[config.mk]
export PLATFORM = sky130hd
export DESIGN_NAME = uart_echo_tester_flat
export DESIGN_NICKNAME = d
export VERILOG_FILES = /design/src/rtl/uart_echo_tester_if.sv /design/src/rtl/uart_echo_tester.sv /design/src/flat_wrapper.sv
export SDC_FILE = /design/constraint.sdc
export NUM_CORES = 1
export LEC_CHECK = 0
export CAP_MARGIN = 20
export CORE_MARGIN = 4
export CORE_UTILIZATION = 32
export CTS_CLUSTER_DIAMETER = 60
export DETAILED_ROUTE_END_ITERATION = 6
export GPL_ROUTABILITY_DRIVEN = 0
export SYNTH_ARGS = -nofsm -noshare
export SYNTH_HDL_FRONTEND = slang
export SYNTH_SLANG_ARGS = --single-unit
[constraint.sdc]
create_clock -name i_clk -period 2.39 [get_ports i_clk]
set_input_delay 0.239 -clock i_clk [delete_from_list [all_inputs] [get_ports i_clk]]
set_output_delay 0.239 -clock i_clk [all_outputs]
set_load 0.02 [all_outputs]
[src/rtl/uart_echo_tester_if.sv]
// UART-side strobes between the echo tester (master) and the uart_top it drives (slave).
interface uart_echo_tester_if;
  logic       o_tx_dv;
  logic [7:0] o_tx_byte;
  logic       i_tx_active;
  logic       i_tx_done;
  logic       i_rx_dv;
  logic [7:0] i_rx_byte;

  modport master (
    output o_tx_dv, o_tx_byte,
    input  i_tx_active, i_tx_done, i_rx_dv, i_rx_byte
  );

  modport slave (
    input  o_tx_dv, o_tx_byte,
    output i_tx_active, i_tx_done, i_rx_dv, i_rx_byte
  );
endinterface

[src/rtl/uart_echo_tester.sv]
// Initiator for the header-synchronised UART echo responder: sends the sync
// header once per reset, then a counting payload, and checks every echo.
//
// state         | meaning
// IDLE          | waiting for an accepted start
// SEND_HDR      | strobing the sync header
// WAIT_HDR_DONE | header on the line; no echo expected
// SEND_DATA     | waiting for an idle transmitter, then strobing payload[idx]
// WAIT_ECHO     | waiting for the echo of payload[idx] or a timeout
// FINISH        | publishing pass/done for the run
module uart_echo_tester #(
  parameter int unsigned CLK_FREQ_HZ    = 25_000_000,
  parameter int unsigned BAUD_RATE      = 9600,
  parameter int unsigned PAYLOAD_LEN    = 8,
  parameter logic [7:0]  HEADER_BYTE    = 8'hAA,
  parameter logic [7:0]  SEED           = 8'h41,
  parameter int unsigned TIMEOUT_CYCLES = 40 * CLK_FREQ_HZ / BAUD_RATE
) (
  input  logic                i_clk,
  input  logic                i_rst_n,
  input  logic                i_start,
  uart_echo_tester_if.master  uart,
  output logic                o_busy,
  output logic                o_done,
  output logic                o_pass,
  output logic [7:0]          o_err_count,
  output logic [7:0]          o_rx_count
);

  typedef enum logic [2:0] {
    IDLE, SEND_HDR, WAIT_HDR_DONE, SEND_DATA, WAIT_ECHO, FINISH
  } state_t;

  localparam logic [7:0]  LAST_IDX = 8'(PAYLOAD_LEN - 1);
  localparam logic [31:0] TMO_LAST = 32'(TIMEOUT_CYCLES - 1);

  state_t      state, state_nxt;
  logic        hdr_sent, hdr_sent_nxt;
  logic [7:0]  idx, idx_nxt;
  logic [7:0]  expected, expected_nxt;
  logic [31:0] tmo_cnt, tmo_cnt_nxt;
  logic        tx_dv, tx_dv_nxt;
  logic [7:0]  tx_byte, tx_byte_nxt;
  logic        busy_nxt, done_nxt, pass_nxt;
  logic [7:0]  err_nxt, rx_nxt, err_inc;
  logic        advance;

  assign uart.o_tx_dv   = tx_dv;
  assign uart.o_tx_byte = tx_byte;
  assign err_inc = (o_err_count == 8'hFF) ? 8'hFF : o_err_count + 8'd1;

  always_ff @(posedge i_clk or negedge i_rst_n) begin
    if (!i_rst_n) begin
      state       <= IDLE;
      hdr_sent    <= 1'b0;
      idx         <= 8'd0;
      expected    <= 8'd0;
      tmo_cnt     <= 32'd0;
      tx_dv       <= 1'b0;
      tx_byte     <= 8'h00;
      o_busy      <= 1'b0;
      o_done      <= 1'b0;
      o_pass      <= 1'b0;
      o_err_count <= 8'd0;
      o_rx_count  <= 8'd0;
    end else begin
      state       <= state_nxt;
      hdr_sent    <= hdr_sent_nxt;
      idx         <= idx_nxt;
      expected    <= expected_nxt;
      tmo_cnt     <= tmo_cnt_nxt;
      tx_dv       <= tx_dv_nxt;
      tx_byte     <= tx_byte_nxt;
      o_busy      <= busy_nxt;
      o_done      <= done_nxt;
      o_pass      <= pass_nxt;
      o_err_count <= err_nxt;
      o_rx_count  <= rx_nxt;
    end
  end

  always_comb begin
    state_nxt    = state;
    hdr_sent_nxt = hdr_sent;
    idx_nxt      = idx;
    expected_nxt = expected;
    tmo_cnt_nxt  = tmo_cnt;
    tx_dv_nxt    = 1'b0;
    tx_byte_nxt  = tx_byte;
    done_nxt     = 1'b0;
    pass_nxt     = o_pass;
    err_nxt      = o_err_count;
    rx_nxt       = o_rx_count;
    advance      = 1'b0;

    case (state)
      IDLE: begin
        // o_done high means FINISH just retired; a start in that cycle is dropped
        if (i_start && !uart.i_tx_active && !o_done) begin
          err_nxt   = 8'd0;
          rx_nxt    = 8'd0;
          pass_nxt  = 1'b0;
          idx_nxt   = 8'd0;
          state_nxt = hdr_sent ? SEND_DATA : SEND_HDR;
        end
      end
      SEND_HDR: begin
        tx_dv_nxt    = 1'b1;
        tx_byte_nxt  = HEADER_BYTE;
        hdr_sent_nxt = 1'b1;
        state_nxt    = WAIT_HDR_DONE;
      end
      WAIT_HDR_DONE: begin
        if (uart.i_tx_done) state_nxt = SEND_DATA;
      end
      SEND_DATA: begin
        if (!uart.i_tx_active) begin
          tx_dv_nxt    = 1'b1;
          tx_byte_nxt  = SEED + idx;
          expected_nxt = SEED + idx;
          tmo_cnt_nxt  = 32'd0;
          state_nxt    = WAIT_ECHO;
        end
      end
      WAIT_ECHO: begin
        // an echo landing on the timeout cycle wins over the timeout
        if (uart.i_rx_dv) begin
          rx_nxt  = o_rx_count + 8'd1;
          if (uart.i_rx_byte != expected) err_nxt = err_inc;
          advance = 1'b1;
        end else if (tmo_cnt == TMO_LAST) begin
          err_nxt = err_inc;
          advance = 1'b1;
        end else begin
          tmo_cnt_nxt = tmo_cnt + 32'd1;
        end
        if (advance) begin
          if (idx == LAST_IDX) begin
            state_nxt = FINISH;
          end else begin
            idx_nxt   = idx + 8'd1;
            state_nxt = SEND_DATA;
          end
        end
      end
      FINISH: begin
        done_nxt  = 1'b1;
        pass_nxt  = (o_err_count == 8'd0);
        state_nxt = IDLE;
      end
      default: state_nxt = IDLE;
    endcase

    busy_nxt = (state_nxt != IDLE);
  end

endmodule

[src/flat_wrapper.sv]
// flat-port wrapper written by rule: the top's interface ports become plain ports
module uart_echo_tester_flat 
#(
  parameter int unsigned CLK_FREQ_HZ    = 25_000_000,
  parameter int unsigned BAUD_RATE      = 9600,
  parameter int unsigned PAYLOAD_LEN    = 8,
  parameter logic [7:0]  HEADER_BYTE    = 8'hAA,
  parameter logic [7:0]  SEED           = 8'h41,
  parameter int unsigned TIMEOUT_CYCLES = 40 * CLK_FREQ_HZ / BAUD_RATE
)
  (i_clk, i_rst_n, i_start, o_busy, o_done, o_pass, o_err_count, o_rx_count, uart_o_tx_dv, uart_o_tx_byte, uart_i_tx_active, uart_i_tx_done, uart_i_rx_dv, uart_i_rx_byte);
  uart_echo_tester_if uart_i ();
  input  logic i_clk;
  input  logic i_rst_n;
  input  logic i_start;
  output logic o_busy;
  output logic o_done;
  output logic o_pass;
  output logic [7:0] o_err_count;
  output logic [7:0] o_rx_count;
  output wire logic [$bits(uart_i.o_tx_dv)-1:0] uart_o_tx_dv;
  output wire logic [$bits(uart_i.o_tx_byte)-1:0] uart_o_tx_byte;
  input wire logic [$bits(uart_i.i_tx_active)-1:0] uart_i_tx_active;
  input wire logic [$bits(uart_i.i_tx_done)-1:0] uart_i_tx_done;
  input wire logic [$bits(uart_i.i_rx_dv)-1:0] uart_i_rx_dv;
  input wire logic [$bits(uart_i.i_rx_byte)-1:0] uart_i_rx_byte;
  assign uart_o_tx_dv = uart_i.o_tx_dv;
  assign uart_o_tx_byte = uart_i.o_tx_byte;
  assign uart_i.i_tx_active = uart_i_tx_active;
  assign uart_i.i_tx_done = uart_i_tx_done;
  assign uart_i.i_rx_dv = uart_i_rx_dv;
  assign uart_i.i_rx_byte = uart_i_rx_byte;
  uart_echo_tester #(.CLK_FREQ_HZ(CLK_FREQ_HZ), .BAUD_RATE(BAUD_RATE), .PAYLOAD_LEN(PAYLOAD_LEN), .HEADER_BYTE(HEADER_BYTE), .SEED(SEED), .TIMEOUT_CYCLES(TIMEOUT_CYCLES)) u_core (.i_clk(i_clk), .i_rst_n(i_rst_n), .i_start(i_start), .uart(uart_i), .o_busy(o_busy), .o_done(o_done), .o_pass(o_pass), .o_err_count(o_err_count), .o_rx_count(o_rx_count));
endmodule
==> results.md, run 1 <==
* Skew final at 0.005543 ns
* Clk Latency, worst-skew pair at 0.34 ns
* Register area share after synthesis at 47.27%
* DRT antenna net count at 0
* Nets at 524
* Final HPWL DP at 7.579 mm
* Die X at 123.0 um
* H-Tree Level Count at 3
* WL/cell at 15.38 um
* Crit path time final at 2.230 ns
* Fin util at 41.63%
* Critical R2R Launch: u_core.tmo_cnt[19]
* Slew @ Worst Pin at 0.5763 ns
* Core Area at 12770 sq um
* Final Cycle Share at 93.30%
* Routed vias/inst at 5.263
* Post CTS Setup Buffer Count at 0
* Worst-path cell chain: nor4b_1, buf_4, nand4_1, buf_4, o21bai_1, buf_4, nand2_1, o221ai_1
* Total die area at 15140 sq um
* Clock sinks at 80
* RSZ-0062 raised after global routing: false
* Dominant synthesized flop cell: dfrtp_1
* Post-Route WL at 10.48 mm
* DRT Pass-1 Iters at 4
* Crit path capture type: flip-flop
* Synthesized area per cell at 9.561 sq um
* Setup TNS at 0 ns
* Max Slew Vio Count at 0
* Crit path launch type: flip-flop
* Max_cap viols at 0
* R2r endpoint: u_core.idx[3]
* WP data required at 2.64 ns
* Gr usage total at 14.91%
* Compound-cell area share of the yosys netlist at 15.18%
* Kind of critical path: flip-flop to flip-flop
* Arrival @ worst endpoint at 2.48 ns
* # setup viols final at 0
* Layout Area Growth over Synthesis at 25.55%
* Overflow after GRT at 0
* Placed insts at 664
* Synth Area in Adders at 1.773%
* Worst path slowest cell: dfrtp_1
* Slowest Stage Delay on Critical Path at 0.41 ns
* Iter 0 DRT Violations at 161
* Fin cells at 681
* Initial antenna violation count at 0
* Post-route DRC at 0
* Max Buffers Root-to-Sink at 2
* Post-Synthesis Net Count at 463
* I/O pin cnt at 42
* Diodes inserted at 0
* CP max FO at 12
* Post-synthesis xor/xnor area fraction at 5.377%
* Synth Area in Simple Gates at 25.55%
* Pin count of the biggest net entering global routing at 50
* Clk pin slew, worst setup/hold paths at 0.06 ns
* Synthesized area at 4235 sq um
* Vias in the first global route at 3663
* Critical Path End: u_core.idx[3]
* Maximum VDD drop at 0.5294 mV
* I/O Buffers at 41
* HP Class: input port to asynchronous set/reset pin
* Reg2reg setup slack at 0.16 ns
* Chip Height at 123.0 um
* Max Freq at 0.4485 GHz
* Fraction of layout cells with a size suffix above 1 at 11.39%
* Number of synthesized flops with an enable pin at 0
* Worst reg-to-reg path cell count at 8
* Syn. warnings at 0
* Pwr dens at 870.4 nW/um^2
* TritonCTS clock tree: done
* Initial core utilization at 33.16%
* Slew margin rel. at 61.22%
* Multiplexer share of the synthesized area at 1.507%
* Synth cell types at 57
* Leakage at 2.194 nW
* Clock Tree Root: clkbuf_16
* Status: complete, no violations
* Global-route wire length before repair at 18.03 mm
* Tot Pwr at 0.004628 W
* CP Launch Point: u_core.tmo_cnt[19]
* Cell count after synthesis at 443
* Main combinational cell family by area after synthesis: simple AND/OR/NAND/NOR gates
* Via count at 3584
* TritonCTS Buffers at 9
* Yosys reg bits at 80
* Hold Vio Cnt, Final at 0
* Cell mode on critical path: buf_4
* Asr flop ratio synth at 100.0%
* Num rows at 41
## worst min path at each step
| stage | start | to | slack, ns | depth (start not counted) |
|---|---|---|---|---|
| 2_1_floorplan | i_rst_n | u_core.expected[0] | -0.06 | 0 |
| 3_3_place_gp | i_rst_n | u_core.tmo_cnt[21] | 0.21 | 1 |
| 3_5_place_dp | i_rst_n | u_core.tmo_cnt[21] | 0.22 | 1 |
| 4_1_cts | i_rst_n | u_core.tmo_cnt[21] | 0.41 | 2 |
| 5_1_grt | i_rst_n | u_core.tmo_cnt[21] | 0.46 | 2 |
| 6_report | i_rst_n | u_core.tmo_cnt[21] | 0.39 | 2 |
## Yosys cell counts, types with 3 or more instances
master     count  share of area, %
a21o_1         3              0.53
a21oi_1       22               2.6
a31oi_1        4              0.59
and2_1         5              0.74
and3_1         7               1.0
buf_2          4              0.47
clkbuf_1       9              0.80
dfrtp_1       80                47
ha_1           6               1.8
inv_1         15               1.3
mux2_2         3              0.80
mux2i_1        3              0.71
nand2_1       39               3.5
nand3_1       29               3.4
nand4_1       14               2.1
nor2_1        35               3.1
nor2b_1        4              0.59
nor3_1         4              0.47
nor4_1        12               1.8
nor4b_1        4              0.83
o211ai_1       6               1.1
o21a_1         7               1.2
o21ai_0       33               3.9
o221ai_1       5               1.0
o2bb2ai_1      3              0.62
o31ai_1        7               1.2
or3_1          9               1.3
or4_1          9               1.6
xnor2_1        6               1.2
xor2_1        20               4.1
## per-stage QoR
step / hold slack [ns] / instance area [sq um] / setup WS, ns
finish: 0.3866 / 5318 / 0.1602
global route: 0.4570 / 5318 / 0.02107
CTS: 0.4121 / 5311 / 0.1116
detailed placement: 0.2202 / 4979 / 0.07918
global placement: 0.2139 / 4979 / 0.1310
floorplan: -0.05659 / 4235 / 0.4631
## where the power goes
part	total (W)	internal (W)	switching [W]	leakage [nW]
clock network	0.00150	0.000942	0.000557	0.152
registers	0.00188	0.00160	0.000276	1.07
logic	0.00125	0.000566	0.000683	0.972
total	0.00463	0.00311	0.00152	2.19
## worst max-delay path, delay by kind of cell, from the launching register on
family	cells	cell delay [ns]
AO/OA/AOI/OAI	2	0.37
AND/OR/NAND/NOR	3	0.76
flip-flops	1	0.41
buffers and inverters	3	0.58
## cells in the final DEF (no fill, tap or decap), types with 7 or more instances in the layout
master | synthesis | routed
clkdlybuf4s50_1 | 0 | 40
inv_1 | 15 | 15
o31ai_1 | 7 | 7
o21ai_0 | 33 | 33
nor2_1 | 35 | 35
or4_1 | 9 | 9
nor4_1 | 12 | 12
buf_4 | 0 | 23
clkbuf_16 | 0 | 9
xor2_1 | 20 | 20
nand3_1 | 29 | 29
and3_1 | 7 | 7
dfrtp_1 | 80 | 80
a21oi_1 | 22 | 22
or3_1 | 9 | 9
nand4_1 | 14 | 14
nand2_1 | 39 | 39
o21a_1 | 7 | 7
## repair_timing
action | 4_1_cts | 5_1_grt
hold buffers | 1 | 0
endpoints found under the setup margin | 0 | 9
resized for setup | 0 | 1
endpoints found under the hold margin | 31 | 0
## state kept, by name, indices dropped and copies added (netlist names)
name,cells
u_core.state,3
u_core.hdr_sent,1
u_core.o_done,1
u_core.expected,8
u_core.uart.o_tx_byte,8
u_core.o_rx_count,8
u_core.uart.o_tx_dv,1
u_core.o_err_count,8
u_core.o_busy,1
u_core.o_pass,1
u_core.idx,8
u_core.tmo_cnt,32
## per-layer routing
metal	up-vias	track usage, %	part of all wire (%)
met5	-	0	0
met4	0	7.197	2.7
met3	22	2.379	2.6
met2	62	24.12	48
met1	1747	19.53	47
li1	1753	-	-
## cells by family after synthesis
family / after synthesis
adder cells (fa/ha/maj): 6
AO/OA/AOI/OAI: 103
XOR/XNOR: 26
flip-flops: 80
buffers and inverters: 31
multiplexers: 6
AND/OR/NAND/NOR: 191
## layout make-up
type / count / area [sq um]
clock buffers: 11 / 242.7
repair buffers: 66 / 623.1
fillers: 1243 / 7456
clock inverters: 5 / 80.08
inverters: 15 / 56.30
flip-flops and latches: 80 / 2002
well taps: 172 / 215.2
multi-input cells: 332 / 2098
No activity file was read; power rests on OpenSTA's default activity.
==> run 2, diff against run 1 <==
Settings changed: CORE_ASPECT_RATIO set to 2.
==> run 2 against run 1 <==
Sequential power about the same. Sequential cell count is the same. Cell count fell by 1.8%. Critical path depth grew 1. Clock power fell by 12%. Register-to-register slack barely moved. Critical endpoint unchanged. Largest cell class unchanged. Largest power group unchanged.
==> results.md, run 2 (synthesized netlist as in run 1, its figures left out) <==
* Status: complete, no violations
* Kind of critical path: flip-flop to flip-flop
* Max Slew Vio Count at 0
* Routed wl met3 at 241 um
* Max Freq at 0.4469 GHz
* Total die area at 15250 sq um
* Final WS setup at 0.1522 ns
* H-Tree Level Count at 3
* Leakage at 2.215 nW
* Post-Route WL at 11.66 mm
* WL/cell at 17.42 um
* Final Cycle Share at 93.63%
* Crit path time final at 2.238 ns
* # setup viols final at 0
* Initial antenna violation count at 0
* Met1 WL at 4.212 mm
* Chip Height at 170.7 um
* RSZ-0062 raised after global routing: false
* I/O Buffers at 41
* Fin util at 40.84%
* Maximum VDD drop at 0.4787 mV
* Gr usage total at 16.45%
* Skew final at 0.006982 ns
* Pin count of the biggest net entering global routing at 47
* Clk pin slew, worst setup/hold paths at 0.07 ns
* Num rows at 59
* Crit path capture type: flip-flop
* Slew margin rel. at 56.31%
* TritonCTS clock tree: done
* Post CTS Setup Buffer Count at 0
* Layout Area Growth over Synthesis at 25.29%
* TritonCTS Buffers at 9
* Clk Latency, worst-skew pair at 0.34 ns
* Most frequent cells in the layout: 80 x dfrtp_1, 40 x clkdlybuf4s50_1, 39 x nand2_1
* Overflow after GRT at 0
* Via count at 3710
* HP Class: input port to asynchronous set/reset pin
* Worst reg-to-reg path cell count at 9
* Final HPWL DP at 8.885 mm
* Register area at 2002 sq um
* Hold Vio Cnt, Final at 0
* Max Used Layer: met4
* Diodes inserted at 0
* Max Buffers Root-to-Sink at 2
* Initial core utilization at 32.60%
* Global-route wire length before repair at 19.29 mm
* CP max FO at 12
* Largest register FFs at 32
* Crit path launch type: flip-flop
* Max_cap viols at 0
* Fraction of layout cells with a size suffix above 1 at 12.96%
* Setup TNS at 0 ns
* Clock sinks at 80
* Nets at 532
* Clock Tree Root: clkbuf_16
* DP Area at 5014 sq um
* Die X at 89.35 um
* Routed vias/inst at 5.546
* Fill count at 1307
* Commonest non-fill, non-tap cell in the layout: dfrtp_1
* Post-route DRC at 0
* Hold slack at 0.4528 ns
* Final Cell Area at 5306 sq um
* Core Area at 12990 sq um
* Iter 0 DRT Violations at 189
* WP data required at 2.65 ns
* DRT Pass-1 Iters at 4
* Vias in the first global route at 3894
* Arrival @ worst endpoint at 2.49 ns
* DRT antenna net count at 0
* Metal2 WL at 6.774 mm
* Pre-CTS WS at 0.07078 ns
* Reg with most FFs: u_core.tmo_cnt
* Area of the multi-input gates at 2097 sq um
* I/O pin cnt at 42
* Pwr dens at 852.5 nW/um^2
* Slew @ Worst Pin at 0.6553 ns
## run 2: layout make-up
class	count	share of cell area (%)
Sequential cell	80	37.73
Clock buffer	9	4.244
Tap cell	152	3.584
Multi-Input combinational cell	332	39.52
Clock inverter	7	0.9903
Timing Repair Buffer	74	12.87
Inverter	15	1.061
## run 2: path summary, 6_finish.rpt
check | startpoint | endpoint | slack [ns]
max in group asynchronous | i_rst_n | u_core.uart.o_tx_dv | 1.32
worst min-delay path | i_rst_n | u_core.expected[5] | 0.45
worst min register to register | u_core.hdr_sent | u_core.hdr_sent | 0.48
worst max register to register | u_core.tmo_cnt[1] | u_core.idx[3] | 0.15
worst max-delay path | u_core.tmo_cnt[1] | u_core.idx[3] | 0.15
min in group i_clk | u_core.hdr_sent | u_core.hdr_sent | 0.48
## run 2: worst max-delay path, cell delays in order (launching register included)
cell	delay, ns
dfrtp_1	0.40
inv_1	0.06
ha_1	0.17
nor4b_1	0.36
nand4_1	0.19
buf_4	0.20
o21bai_1	0.12
buf_4	0.20
nand2_1	0.21
o221ai_1	0.24
## run 2: through the flow
step / total power (W) / instances
2_1_floorplan: 0.002600 / 443
3_3_place_gp: 0.003207 / 652
3_5_place_dp: 0.003237 / 652
4_1_cts: 0.004568 / 669
5_1_grt: 0.004785 / 669
6_report: 0.004524 / 669
## run 2: timing repair
action	in CTS	in global routing
endpoints found under the hold margin	44	0
gates resized for setup	0	1
setup endpoints to repair	0	1
hold buffers	1	0
## run 2: layer usage
layer / track usage [%] / vias up
li1: - / 1769
met1: 17.00 / 1826
met2: 30.97 / 83
met3: 1.928 / 32
met4: 8.555 / 0
met5: 0 / -
## run 2: report_power, final
part | switching (W) | leakage [nW] | internal [W] | total [W]
clock | 0.000606 | 0.137 | 0.000715 | 0.00132
sequential | 0.000279 | 1.07 | 0.00160 | 0.00188
combinational | 0.000721 | 1.01 | 0.000598 | 0.00132
total | 0.00161 | 2.21 | 0.00292 | 0.00452
==> RTL change 1 (flow settings as in run 2) <==
Encoding of `state_t`: now one-hot (6 bits for 6 states).
--- a/src/rtl/uart_echo_tester.sv
+++ b/src/rtl/uart_echo_tester.sv
@@ -28,6 +28,6 @@
 );
 
-  typedef enum logic [2:0] {
-    IDLE, SEND_HDR, WAIT_HDR_DONE, SEND_DATA, WAIT_ECHO, FINISH
+  typedef enum logic [5:0] {
+    IDLE = 6'b000001, SEND_HDR = 6'b000010, WAIT_HDR_DONE = 6'b000100, SEND_DATA = 6'b001000, WAIT_ECHO = 6'b010000, FINISH = 6'b100000
   } state_t;
 
Formal check against the unedited RTL: no difference found for any inputs over 10 cycles, from zero or initial values and one cycle with i_rst_n low; not proved beyond that.
==> RTL change 1 against run 2 <==
Sequential share of layout area decreased by 0.19 points; core utilization rose by 0.59 points; final area up 4.3%; routed wire length rose by 1.8%; cell count rose by 4.3%; synthesized cell count grew 4.7%; sequential cell count rose by 3; synthesized area increased by 2.7%; worst setup slack worse by 110 ps; largest cell class unchanged; highest routed layer unchanged.
Power is not compared: it rests on default switching activity, and its combinational part moved more than twofold at a synthesized area within 25%.
==> RTL change 1: results (changes against run 2) <==
Bufs w/o clock: 84 (+14%)
R2R depth: 6 (-3)
Worst Hold Class: in2async
Routed wire per std cell: 17.0 microns (-2.4%)
Met2 WL: 6860 microns (+1.2%)
Die area: 0.0156 sq mm (+2.5%)
Met1 GRT Util: 16.1% (-0.86 points)
Design Area, Final: 0.00554 sq mm (+4.3%)
Vias in the first global route: 4077 (+4.7%)
Largest net degree at the start of global routing: 42 (-11%)
Invs w/o clock: 12 (-3)
Xor/xnor share of the synthesized area: 4.83% (-0.54 points)
CP arrival: 2610 ps (+120 ps)
Worst Setup EP: u_core.idx[7]$_DFFE_PN0P_
GRT Util Overall: 15.7% (-0.74 points)
Met3 Usage GRT: 2.48% (+0.55 points)
Initial antenna violation count: 0 (unchanged)
Final clock-cell share: 5.63% (+0.39 points)
Status: completed
Global-route wire length before repair: 19800 microns (+2.8%)
WL met1: 4420 microns (+4.9%)
Count of multi-input gates: 348 (+4.8%)
Multi-input gate share of total cell area: 38.8% (-0.69 points)
Sequential cell area: 0.00208 sq mm (+3.8%)
Crit Path Max Fanout: 5 (-7)
GRT met2 Usage: 30.4% (-0.56 points)
CTS max path bufs: 2 (unchanged)
Nets@finish: 558 (+4.9%)
Sequential share of the synthesized area: 47.8% (+0.52 points)
Flop-to-flop setup slack: 50 ps (-110 ps)
Compound-Gate Fraction of Synth Area: 13.9% (-1.3 points)
Max Clock Freq: 427 MHz (-4.5%)
Initial DRC count: 207 (+9.5%)
Top post-synthesis cells by area: dfrtp_1, nand2_1, nand3_1, o21ai_0, a21oi_1
# clk buffers: 12 (+3)
Placed cell area: 0.00519 sq mm (+3.6%)
Vias/cell: 5.52 (-0.46%)
Place WS: -81.3 ps (-152 ps)
DP HPWL: 8770 microns (-1.3%)
Seq cells: 83 (+3.8%)
Synth unique cells: 50 (-12%)
Critical R2R Launch: u_core.tmo_cnt[13]$_DFFE_PN0P_
Clock skew: 6.37 ps (-0.615 ps)
Root Driver: clkbuf_16
Post-CTS Resized: 1 (+1)
Syn_nets: 484 (+4.5%)
Fraction of layout cells with a size suffix above 1: 12.2% (-0.80 points)
Reg clk slew, reported paths: 60 ps
IO Port Bufs: 41 (unchanged)
Synth Area in Adders: 1.73% (-0.046 points)
Multiplexer area fraction after synthesis: 1.84% (+0.33 points)
Post-CTS Setup Repair Bufs: 0 (unchanged)
Met3 wire len: 266 microns (+10%)
Relative slew slack: 61.0% (+4.6 points)
Top cells by count, synth: dfrtp_1, nand2_1, nand3_1, nor2_1, o21ai_0
Crit Path Class: reg2reg
Fill count: 1330 (+1.8%)
Non-clock buffer share of cell area: 13.7% (+0.82 points)
DRC: 0 (unchanged)
RTL change 1: cell types whose count changed after synthesis, sizes merged, moves of 6 or more:
cell / change
nand2: +20
o21ai: -9
clkbuf: +8
xor2: -8
nor2: -7
or4: +6
xnor2: +6
RTL change 1: power by group through the flow:
stage | clock network (uW) | logic [uW] | registers [uW]
finish | 1480 | 605 | 1600
global route | 1570 | 664 | 1620
CTS | 1510 | 614 | 1610
detailed placement | 0 | 610 | 1630
global placement | 0 | 602 | 1630
floorplan | 0 | 257 | 1670
RTL change 1: per-stage QoR:
stage / std cells / hold slack [ps]
after global placement: 681 / 275
final: 698 / 447
after floorplan: 464 / -56.6
after CTS: 698 / 451
after global routing: 698 / 463
after detailed placement: 681 / 285
RTL change 1: critical path: stages, from the launching register on:
cell,delay (ps)
dfrtp_1,390
or4_1,590
nor4_1,310
buf_4,190
a21oi_1,140
or4_1,500
a21oi_1,150
==> RTL change 2 (settings of run 2) <==
Made on the original files. `BAUD_RATE` is set to 9600 in 2 places; all go to 8192.
--- a/src/rtl/uart_echo_tester.sv
+++ b/src/rtl/uart_echo_tester.sv
@@ -11,5 +11,5 @@
 module uart_echo_tester #(
   parameter int unsigned CLK_FREQ_HZ    = 25_000_000,
-  parameter int unsigned BAUD_RATE      = 9600,
+  parameter int unsigned BAUD_RATE      = 8192,
   parameter int unsigned PAYLOAD_LEN    = 8,
   parameter logic [7:0]  HEADER_BYTE    = 8'hAA,
--- a/src/flat_wrapper.sv
+++ b/src/flat_wrapper.sv
@@ -3,5 +3,5 @@
 #(
   parameter int unsigned CLK_FREQ_HZ    = 25_000_000,
-  parameter int unsigned BAUD_RATE      = 9600,
+  parameter int unsigned BAUD_RATE      = 8192,
   parameter int unsigned PAYLOAD_LEN    = 8,
   parameter logic [7:0]  HEADER_BYTE    = 8'hAA,
Function: no difference found for any inputs over 10 cycles, from zero or initial values and one cycle with i_rst_n low; that may be too few to reach the edited logic, so the function may still have changed.
==> RTL change 2 against run 2 <==
Die area shrank 2.6%; final area up 0.59%; worst setup slack worse by 57 ps; synthesized area decreased by 2.7%; first-iteration DRC count up 7.9%; core utilization grew 1.4 points; hold slack lost 70 ps; combinational power is 9% higher; sequential cell count unchanged; total power rose by 6.3%; routed wire length fell by 6.1%; critical endpoint is now u_core.tmo_cnt[25]$_DFFE_PN0P_; largest power group unchanged.
==> RTL change 2: results (changes against run 2) <==
Status: completed
WL met1: 3820 microns (-9.3%)
Synth unique cells: 56 (-1.8%)
Met3 wire len: 231 microns (-4.1%)
Vias in the first global route: 3699 (-5.0%)
Critical Path Max Stage Delay: 470 ps (+70 ps)
Crit Path Max Fanout: 9 (-3)
Bufs w/o clock: 85 (+15%)
Least-Margin Pin Slew: 524 ps (-131 ps)
GRT met2 Usage: 30.5% (-0.45 points)
Met2 WL: 6560 microns (-3.1%)
Vias: 3499 (-5.7%)
Invs w/o clock: 9 (-6)
Seq area share: 37.5% (-0.20 points)
Worst reg2reg endpoint: u_core.tmo_cnt[25]$_DFFE_PN0P_
Max VDD drop: 708 uV (+48%)
Critical R2R Launch: u_core.tmo_cnt[13]$_DFFE_PN0P_
Sequential share of the synthesized area: 48.6% (+1.3 points)
Area occupied by multi-input gates: 0.00202 sq mm (-3.8%)
GRT Util Overall: 15.5% (-0.91 points)
Syn_nets: 450 (-2.8%)
Async S/R FF share, synth: 100% (unchanged)
Final clock-cell share: 6.19% (+0.95 points)
Met1 GRT Util: 14.5% (-2.5 points)
Nets@finish: 527 (-0.94%)
P_sw: 1580 uW (-1.4%)
Fill count: 1274 (-2.5%)
Initial DRC count: 204 (+7.9%)
Top post-synthesis cells by area: dfrtp_1, xnor2_1, nor2_1, nand2_1, xor2_1
Crit-path slowest cell: or4_1
Met3 Usage GRT: 2.94% (+1.0 points)
Post-CTS Resized: 1 (+1)
Non-clock buffer share of cell area: 14.3% (+1.5 points)
Count of multi-input gates: 322 (-3.0%)
# clk buffers: 10 (+1)
Hold_ws: 383 ps (-70.0 ps)
Global-route wire length before repair: 17900 microns (-7.4%)
Top cells by count, synth: dfrtp_1, nor2_1, nand2_1
R2R depth: 6 (-3)
Flop-to-flop setup slack: 100 ps (-60 ps)
Largest net degree at the start of global routing: 51 (+8.5%)
Clock skew: 7.46 ps (+0.476 ps)
LEAKAGE: 0.00229 uW (+3.2%)
CP arrival: 2560 ps (+70 ps)
[RTL change 2: kinds of logic after synthesis]
family | synth area share [%]
AND/OR/NAND/NOR | 25.2
flip-flops | 48.6
AO/OA/AOI/OAI | 11.1
XOR/XNOR | 9.57
buffers and inverters | 2.86
adder cells (fa/ha/maj) | 1.82
multiplexers | 0.790
[RTL change 2: power by group through the flow]
stage,Sequential [uW],Combinational [uW],Clock [uW]
CTS,1850,1470,1540
global placement,1860,1440,0
global route,1880,1590,1610
floorplan,1940,738,0
detailed placement,1870,1460,0
finish,1850,1440,1520
[RTL change 2: stage by stage]
stage	cells	TNS, ps	utilization, %	instance area, sq um	setup WS [ps]
final	662	0	42.3	5340	95.2
after global routing	662	0	42.3	5340	8.25
after CTS	658	0	41.9	5290	27.1
after detailed placement	641	-40.9	39.2	4950	-15.7
after global placement	641	0	39.2	4950	51.3
after floorplan	430	0	-	4120	102
